===== config.mk =====
export PLATFORM = sky130hd
export DESIGN_NAME = period_meter
export DESIGN_NICKNAME = d
export VERILOG_FILES = /design/src/rtl/period_meter_pkg.sv /design/src/rtl/period_meter_sig_sync.sv /design/src/rtl/period_meter.sv
export SDC_FILE = /design/constraint.sdc
export NUM_CORES = 1
export LEC_CHECK = 0
export CAP_MARGIN = 25
export CORE_AREA = 2 2 95 97
export CTS_CLUSTER_DIAMETER = 60
export DETAILED_ROUTE_END_ITERATION = 16
export DIE_AREA = 0 0 97 99
export PLACE_DENSITY_LB_ADDON = 0.1
export SLEW_MARGIN = 20
export SYNTH_ARGS = -nofsm -noshare
export SYNTH_HDL_FRONTEND = slang
export SYNTH_SLANG_ARGS = --single-unit

===== constraint.sdc =====
create_clock -name clk -period 3.26 [get_ports clk]
set_input_delay 0.652 -clock clk [delete_from_list [all_inputs] [get_ports clk]]
set_output_delay 0.652 -clock clk [all_outputs]
set_load 0.05 [all_outputs]

===== src/rtl/period_meter_pkg.sv =====
// Shared types for the period meter.
// Holds the FSM state encoding used by the top level.
package period_meter_pkg;

  typedef enum logic [2:0] {
    S_IDLE,
    S_ARM,
    S_MEAS_HI,
    S_MEAS_LO,
    S_DONE
  } state_t;

endpackage


===== src/rtl/period_meter_sig_sync.sv =====
// sig_sync_edge: synchronizer chain plus edge-detect flop.
// Ports: clk, rst_n, sig_in (async) -> rise/fall one-cycle strobes.
module sig_sync_edge #(
  parameter int SYNC_STAGES = 2
) (
  input  logic clk,
  input  logic rst_n,
  input  logic sig_in,
  output logic rise,
  output logic fall
);

  logic [SYNC_STAGES-1:0] sync;
  logic                   prev;

  always_ff @(posedge clk or negedge rst_n) begin
    if (!rst_n) begin
      sync <= '0;
      prev <= 1'b0;
    end else begin
      sync <= {sync[SYNC_STAGES-2:0], sig_in};
      prev <= sync[SYNC_STAGES-1];
    end
  end

  assign rise = sync[SYNC_STAGES-1] & ~prev;
  assign fall = ~sync[SYNC_STAGES-1] & prev;

endmodule


===== src/rtl/period_meter.sv =====
// period_meter: measures high time and period of sig_in in clk cycles.
// Ports: clk, rst_n, en, start, cont, sig_in -> busy, valid, high_cnt, period, div_est, symmetric, timeout.
module period_meter
  import period_meter_pkg::*;
#(
  parameter int CW          = 16,
  parameter int SYNC_STAGES = 2
) (
  input  logic          clk,
  input  logic          rst_n,
  input  logic          en,
  input  logic          start,
  input  logic          cont,
  input  logic          sig_in,
  output logic          busy,
  output logic          valid,
  output logic [CW-1:0] high_cnt,
  output logic [CW-1:0] period,
  output logic [CW-2:0] div_est,
  output logic          symmetric,
  output logic          timeout
);

  localparam logic [CW-1:0] CMAX = '1;

  state_t        state;
  logic [CW-1:0] cnt;
  logic [CW-1:0] hi_cap;
  logic          rise;
  logic          fall;
  logic [CW-2:0] div_next;
  logic          sym_next;

  sig_sync_edge #(
    .SYNC_STAGES(SYNC_STAGES)
  ) u_sync (
    .clk   (clk),
    .rst_n (rst_n),
    .sig_in(sig_in),
    .rise  (rise),
    .fall  (fall)
  );

  // Derived results are computed from the live counter, which equals
  // the period capture on the closing-rise cycle.
  assign div_next = (cnt < CW'(2)) ? '0 : cnt[CW-1:1] - 1'b1;
  assign sym_next = ({hi_cap, 1'b0} == {1'b0, cnt});

  always_ff @(posedge clk or negedge rst_n) begin
    if (!rst_n) begin
      state     <= S_IDLE;
      cnt       <= '0;
      hi_cap    <= '0;
      busy      <= 1'b0;
      valid     <= 1'b0;
      high_cnt  <= '0;
      period    <= '0;
      div_est   <= '0;
      symmetric <= 1'b0;
      timeout   <= 1'b0;
    end else begin
      valid <= 1'b0;
      if (!en) begin
        state <= S_IDLE;
        busy  <= 1'b0;
      end else begin
        unique case (state)
          S_IDLE: begin
            if (start) begin
              state   <= S_ARM;
              busy    <= 1'b1;
              timeout <= 1'b0;
              cnt     <= CW'(1);
            end
          end
          S_ARM: begin
            if (cnt == CMAX) begin
              state   <= S_IDLE;
              busy    <= 1'b0;
              timeout <= 1'b1;
            end else if (rise) begin
              state <= S_MEAS_HI;
              cnt   <= CW'(1);
            end else begin
              cnt <= cnt + 1'b1;
            end
          end
          S_MEAS_HI: begin
            if (cnt == CMAX) begin
              state   <= S_IDLE;
              busy    <= 1'b0;
              timeout <= 1'b1;
            end else if (fall) begin
              hi_cap <= cnt;
              cnt    <= cnt + 1'b1;
              state  <= S_MEAS_LO;
            end else begin
              cnt <= cnt + 1'b1;
            end
          end
          S_MEAS_LO: begin
            if (cnt == CMAX) begin
              state   <= S_IDLE;
              busy    <= 1'b0;
              timeout <= 1'b1;
            end else if (rise) begin
              // Results are loaded here so they appear together with
              // valid during the DONE cycle.
              state     <= S_DONE;
              valid     <= 1'b1;
              high_cnt  <= hi_cap;
              period    <= cnt;
              div_est   <= div_next;
              symmetric <= sym_next;
            end else begin
              cnt <= cnt + 1'b1;
            end
          end
          S_DONE: begin
            if (cont) begin
              // Closing rise counted as 1, this cycle as 2.
              state <= S_MEAS_HI;
              cnt   <= CW'(2);
            end else begin
              state <= S_IDLE;
              busy  <= 1'b0;
            end
          end
          default: begin
            state <= S_IDLE;
            busy  <= 1'b0;
          end
        endcase
      end
    end
  end

endmodule


Word level (Yosys, flattened, before mapping)
Cells that the tools add are included.
{"block": "word_totals", "word_cells": 80, "output_inout_bits": 51, "regBits": 89, "inputBits": 6}
{"block": "classes", "mux": 31, "reduce_logical": 10, "n_eq_ne": 19, "bitwise_logic": 5, "magnitude_cmp": 1, "n_addsub": 2}
{"operator": "$mux 16", "count": 7}
{"operator": "$pmux 16 s5", "count": 1}
{"operator": "$mux 3", "count": 8}
{"operator": "$eq 17x16->1", "count": 1}
{"operator": "$add 16x1->16 const B", "count": 1}
{"operator": "$eq 16x16->1 const B", "count": 1}
{"operator": "$lt 16x2->1 const B", "count": 1}
{"operator": "$reduce_and 4->1", "count": 4}
{"operator": "$mux 15", "count": 1}
{"operator": "$pmux 3 s5", "count": 1}
{"operator": "$sub 15x1->15 const B", "count": 1}
{"operator": "$ne 2x2->1 const B", "count": 6}
{"operator": "$ne 4x4->1 const B", "count": 3}
{"operator": "$mux 1", "count": 10}
{"operator": "$reduce_and 8->1", "count": 1}
{"operator": "$eq 3x2->1 const B", "count": 2}
{"operator": "$ne 3x3->1 const B", "count": 2}
{"operator": "$reduce_bool 5->1", "count": 1}
{"operator": "$eq 3x1->1 const B", "count": 1}
{"operator": "$eq 3x3->1 const B", "count": 1}
{"operator": "$logic_not 3->1", "count": 1}
{"operator": "$ne 3x2->1 const B", "count": 1}
{"operator": "$not 1->1", "count": 3}
{"operator": "$pmux 1 s3", "count": 1}
{"operator": "7 further kinds", "count": 8}

Logic depth before layout (Yosys ltp)
{"block": "logic_depth", "ltp_word": 6, "depth_mapped": 8, "mapped_depth_nobuf": 7}

Cells and area by module
From an unflattened synthesis, not the netlist that was laid out.
{"block": "unflattened", "hier_cells": 389, "hier_area_um2": 4396.7}
{"module": "period_meter", "cells_per_inst": 384, "seq_area_each_um2": 2152.1, "instances": 1, "area_each_um2": 4306.6}
{"module": "sig_sync_edge", "cells_per_inst": 5, "seq_area_each_um2": 75.1, "instances": 1, "area_each_um2": 90.1}

Worst setup path before layout
Ideal clock, no wire load.
{"block": "synth_path", "kind": "register to register", "start": "reg cnt[1]", "end": "reg hi_cap[10]", "slack_ps": 1085, "synth_period_minus_slack_ps": 2175, "stages_incl_launch_ff": 7, "path_buffers": 1, "setup_time_ps": 127, "t_required_ps": 3133, "arrival_time_ps": 2047, "path_cell_list": "dfrtp_1 > ha_1 > nand3_2 > o41a_1 > nand4_2 > buf_4 > mux2_1"}
{"block": "synth_via", "elab_chain_len": 3}
{"element": "start: declaration", "line_no": "period_meter.sv:27", "source": "logic [CW-1:0] cnt;"}
{"element": "start signal: assignment", "line_no": "period_meter.sv:85", "source": "cnt <= cnt + 1'b1;"}
{"element": "start signal: assignment", "line_no": "period_meter.sv:95", "source": "cnt <= cnt + 1'b1;"}
{"element": "start signal: assignment", "line_no": "period_meter.sv:98", "source": "cnt <= cnt + 1'b1;"}
{"element": "$eq 16x16->1", "line_no": "period_meter.sv:89", "source": "if (cnt == CMAX) begin"}
{"element": "$not 1->1 (no source line)"}
{"element": "$reduce_and 4->1 (no source line)"}
{"element": "end signal: assignment", "line_no": "period_meter.sv:94", "source": "hi_cap <= cnt;"}
{"element": "end: declaration", "line_no": "period_meter.sv:28", "source": "logic [CW-1:0] hi_cap;"}
No other way between the ends.
A chain may end at the register's enable or synchronous reset.

Worst setup path after layout
{"block": "layout_path", "start": "reg cnt[1]", "end": "reg hi_cap[8]"}
The elaborated chain is that of the path after synthesis.

==> run_results.csv <==
group,metric,value,unit
critical_path,reg2reg_depth,5,
critical_path,cp.required,3.51,ns
drt,wl_per_cell,16.5,um
yosys,syn_area,0.00423,mm2
finish,antenna_cells,0,
drt,via_count,3321,
finish,stdcell_area,0.00507,mm2
floorplan,ios,57,
worst_hold_path,hold_path_class,"in -> async",
place,dp_hpwl,6770,um
yosys,yosys.area.top_type_share,0.527,
critical_path,critical_path_class,"reg -> reg",
clock_network,cts.clk_slew.worst_paths,0.09,ns
drt,post_drt_via_cell_ratio,5.50,
drt,drcViolationCount,0,
critical_path,crit_path_top_delay_cell,"o41a_1",
outcome,status,"complete, no violations",
sta,hold_viol_final,0,
floorplan,start_util,0.494,
yosys,async_flop_share,1.00,
critical_path,slowest_delay,0.56,ns
critical_path,crit_arrival,2.83,ns
floorplan,std_cell_rows,34,
yosys,netlist_instances,441,
critical_path,r2r_end,"hi_cap[8]",
clock_network,numCtsBuffers,9,
floorplan,dieArea,0.00960,mm2
yosys,avgSynthCellArea,9.59,um2
drt,routed_wl,9940,um
sta,period_needed,2.58,ns
sta,skew,0.0124,ns
sta,max_freq,388,MHz
clock_network,tritoncts,"yes",
global_routing,grt_pass1_wl,16500,um
clock_network,root_buffer,"clkbuf_8",
pwr,peakVddDrop,0.248,mV
critical_path,worstSetupEndpointType,"register",
critical_path,r2r-start,"cnt[1]",
clock_network,ctsHoldBuffers,0,
finish,final_cell_count_no_fill,604,
sta,grt_setup_unrepaired,"no",
place,port_buffers,56,
floorplan,die_w,97,um
clock_network,clk_latency,0.37,ns
global_routing,grt_start_max_net_pins,54,
clock_network,cts-htree-levels,3,
global_routing,antenna_found_initial,0,
place,placed_area,0.00489,mm2
pwr,cellPowerDensity,440,mW/mm2
clock_network,cts_resized,0,
yosys,yosysWarnings,0,
critical_path,worstSetupStartpoint,"cnt[1]",
critical_path,crit_chain,"ha_1 > nand3_2 > o41a_1 > nand4_2 > mux2_2",
sta,slew_headroom,0.573,
place,gp_congestion,0.882,
sta,setup_tns,0,ns
clock_network,cts_setup_buffers,0,
yosys,synth_nets,450,
finish,fillers,767,
finish,syn2layout_area_growth,19.9,%
clock_network,clock-sinks,89,
pwr,totalPowerFinal,0.00223,W
critical_path,start_kind,"register",
sta,tightest_slew,0.639,ns
yosys,ys_seq_area_frac,0.527,
global_routing,grt_remaining_overflow,0,
job,maxCapViolCount,0,
floorplan,dieHeight,99,um
place,dp.cells,588,
critical_path,rrSetupSlack,0.68,ns
critical_path,path_max_fanout,19,
floorplan,core,0.00855,mm2
drt,antenna_left,0,
global_routing,grt_use_total,0.215,
pwr,p_leak,2.53,nW
sta,setup_viol_count_final,0,
drt,drt_iter0_markers,130,
yosys,synth_top_area_cell,"dfrtp_1",
finish,layout.nets,500,
clock_network,clockBufferDepth,2,
drt,drt_first_pass_iters,4,
yosys,synth_enable_flop_cells,0,
sta,drv_slew,0,
finish,drive_above_1_share,0.0948,
yosys,synth.distinct_cells,56,
yosys,synth-main-ff-cell,"dfrtp_1",
sta,fin_crit_sh,0.790,
yosys,ys_ff_latch,89,
global_routing,grt_pass1_vias,3296,
yosys,synth_area_leaders,"dfrtp_1 53%, nand2_1 11%, xor2_1 3.5%",
-- synth_stat cells (8+ instances only) --
cell,number
a21oi_1,9
buf_2,8
clkbuf_1,13
dfrtp_1,89
nand2_1,124
nor2_1,17
nor3_1,11
nor4_1,8
o21ai_0,8
o21ai_1,24
xnor2_1,8
xor2_1,17
-- cells in the final DEF, fill, tap and decap left out, drive strengths merged, types with 3 or more instances in the layout --
cell	Yosys	layout
clkbuf	13	10
mux2	16	16
nand2	124	124
o22a	3	3
nand4	7	7
xor2	17	17
dfrtp	89	89
ha	3	3
nand3	8	8
nor3	11	11
buf	16	13
o21ai	32	32
nor4	9	9
and2	3	3
nor2	17	17
and3	6	6
a31oi	7	7
inv	5	7
clkinv	1	3
a21oi	9	9
clkdlybuf4s50	0	55
nor2b	6	6
xnor2	8	8
-- critical path: cells and delay by family, from the launching register on --
family / cells / cell delay, ns
simple gates: 2 / 0.65
fa+ha+maj: 1 / 0.29
compound gates: 1 / 0.56
flops: 1 / 0.55
mux: 1 / 0.40
-- final cells by class --
cell class              count  area, um2  area share
clock buffers              10        128      0.0252
inverters                   6       22.5     0.00444
repair buffers             68        668       0.132
well taps                 108        135      0.0267
flip-flops and latches     89       2230       0.439
multi-input cells         317       1840       0.362
clock inverters             6       52.6      0.0104
-- metrics by stage --
step | util | setup slack, ns | hold slack (ns)
after floorplan | - | 1.09 | 0.331
after global placement | 0.569 | 0.722 | 0.335
after detailed placement | 0.572 | 0.700 | 0.340
after CTS | 0.593 | 0.688 | 0.266
after global routing | 0.593 | 0.510 | 0.284
final | 0.593 | 0.684 | 0.247
-- cell families after synthesis --
kind of cell             Yosys count  synth area share
XOR/XNOR                          25            0.0518
AO/OA/AOI/OAI                     68             0.100
flip-flops                        89             0.527
adder cells (fa/ha/maj)            3           0.00888
multiplexers                      18            0.0491
AND/OR/NAND/NOR                  203             0.224
buffers and inverters             35            0.0388
-- where the power goes --
part           internal, W  switching [W]
clock network     0.000288       0.000430
logic             0.000130       0.000203
registers          0.00113      0.0000450
total              0.00155       0.000678
-- flip-flops by register name (all words and copies together) (netlist names) --
| register | flops |
|---|---|
| u_sync.sync | 2 |
| u_sync.prev | 1 |
| period | 16 |
| state | 3 |
| high_cnt | 16 |
| busy | 1 |
| valid | 1 |
| cnt | 16 |
| div_est | 15 |
| symmetric | 1 |
| hi_cap | 16 |
| timeout | 1 |
-- how the worst max path moves through the flow --
| stage | to | cells after the start |
|---|---|---|
| global route | period[15] | 7 |
| global placement | hi_cap[9] | 5 |
| floorplan | hi_cap[10] | 6 |
| finish | hi_cap[8] | 5 |
| detailed placement | hi_cap[8] | 5 |
| CTS | hi_cap[8] | 5 |
-- metal layers --
metal / vias up / wire (um) / GRT usage
li1: 1591 / - / -
met1: 1627 / 4500 / 0.287
met2: 87 / 4770 / 0.357
met3: 16 / 511 / 0.0319
met4: 0 / 163 / 0.0856
met5: - / 0 / 0
(Power assumes the default switching activity.)
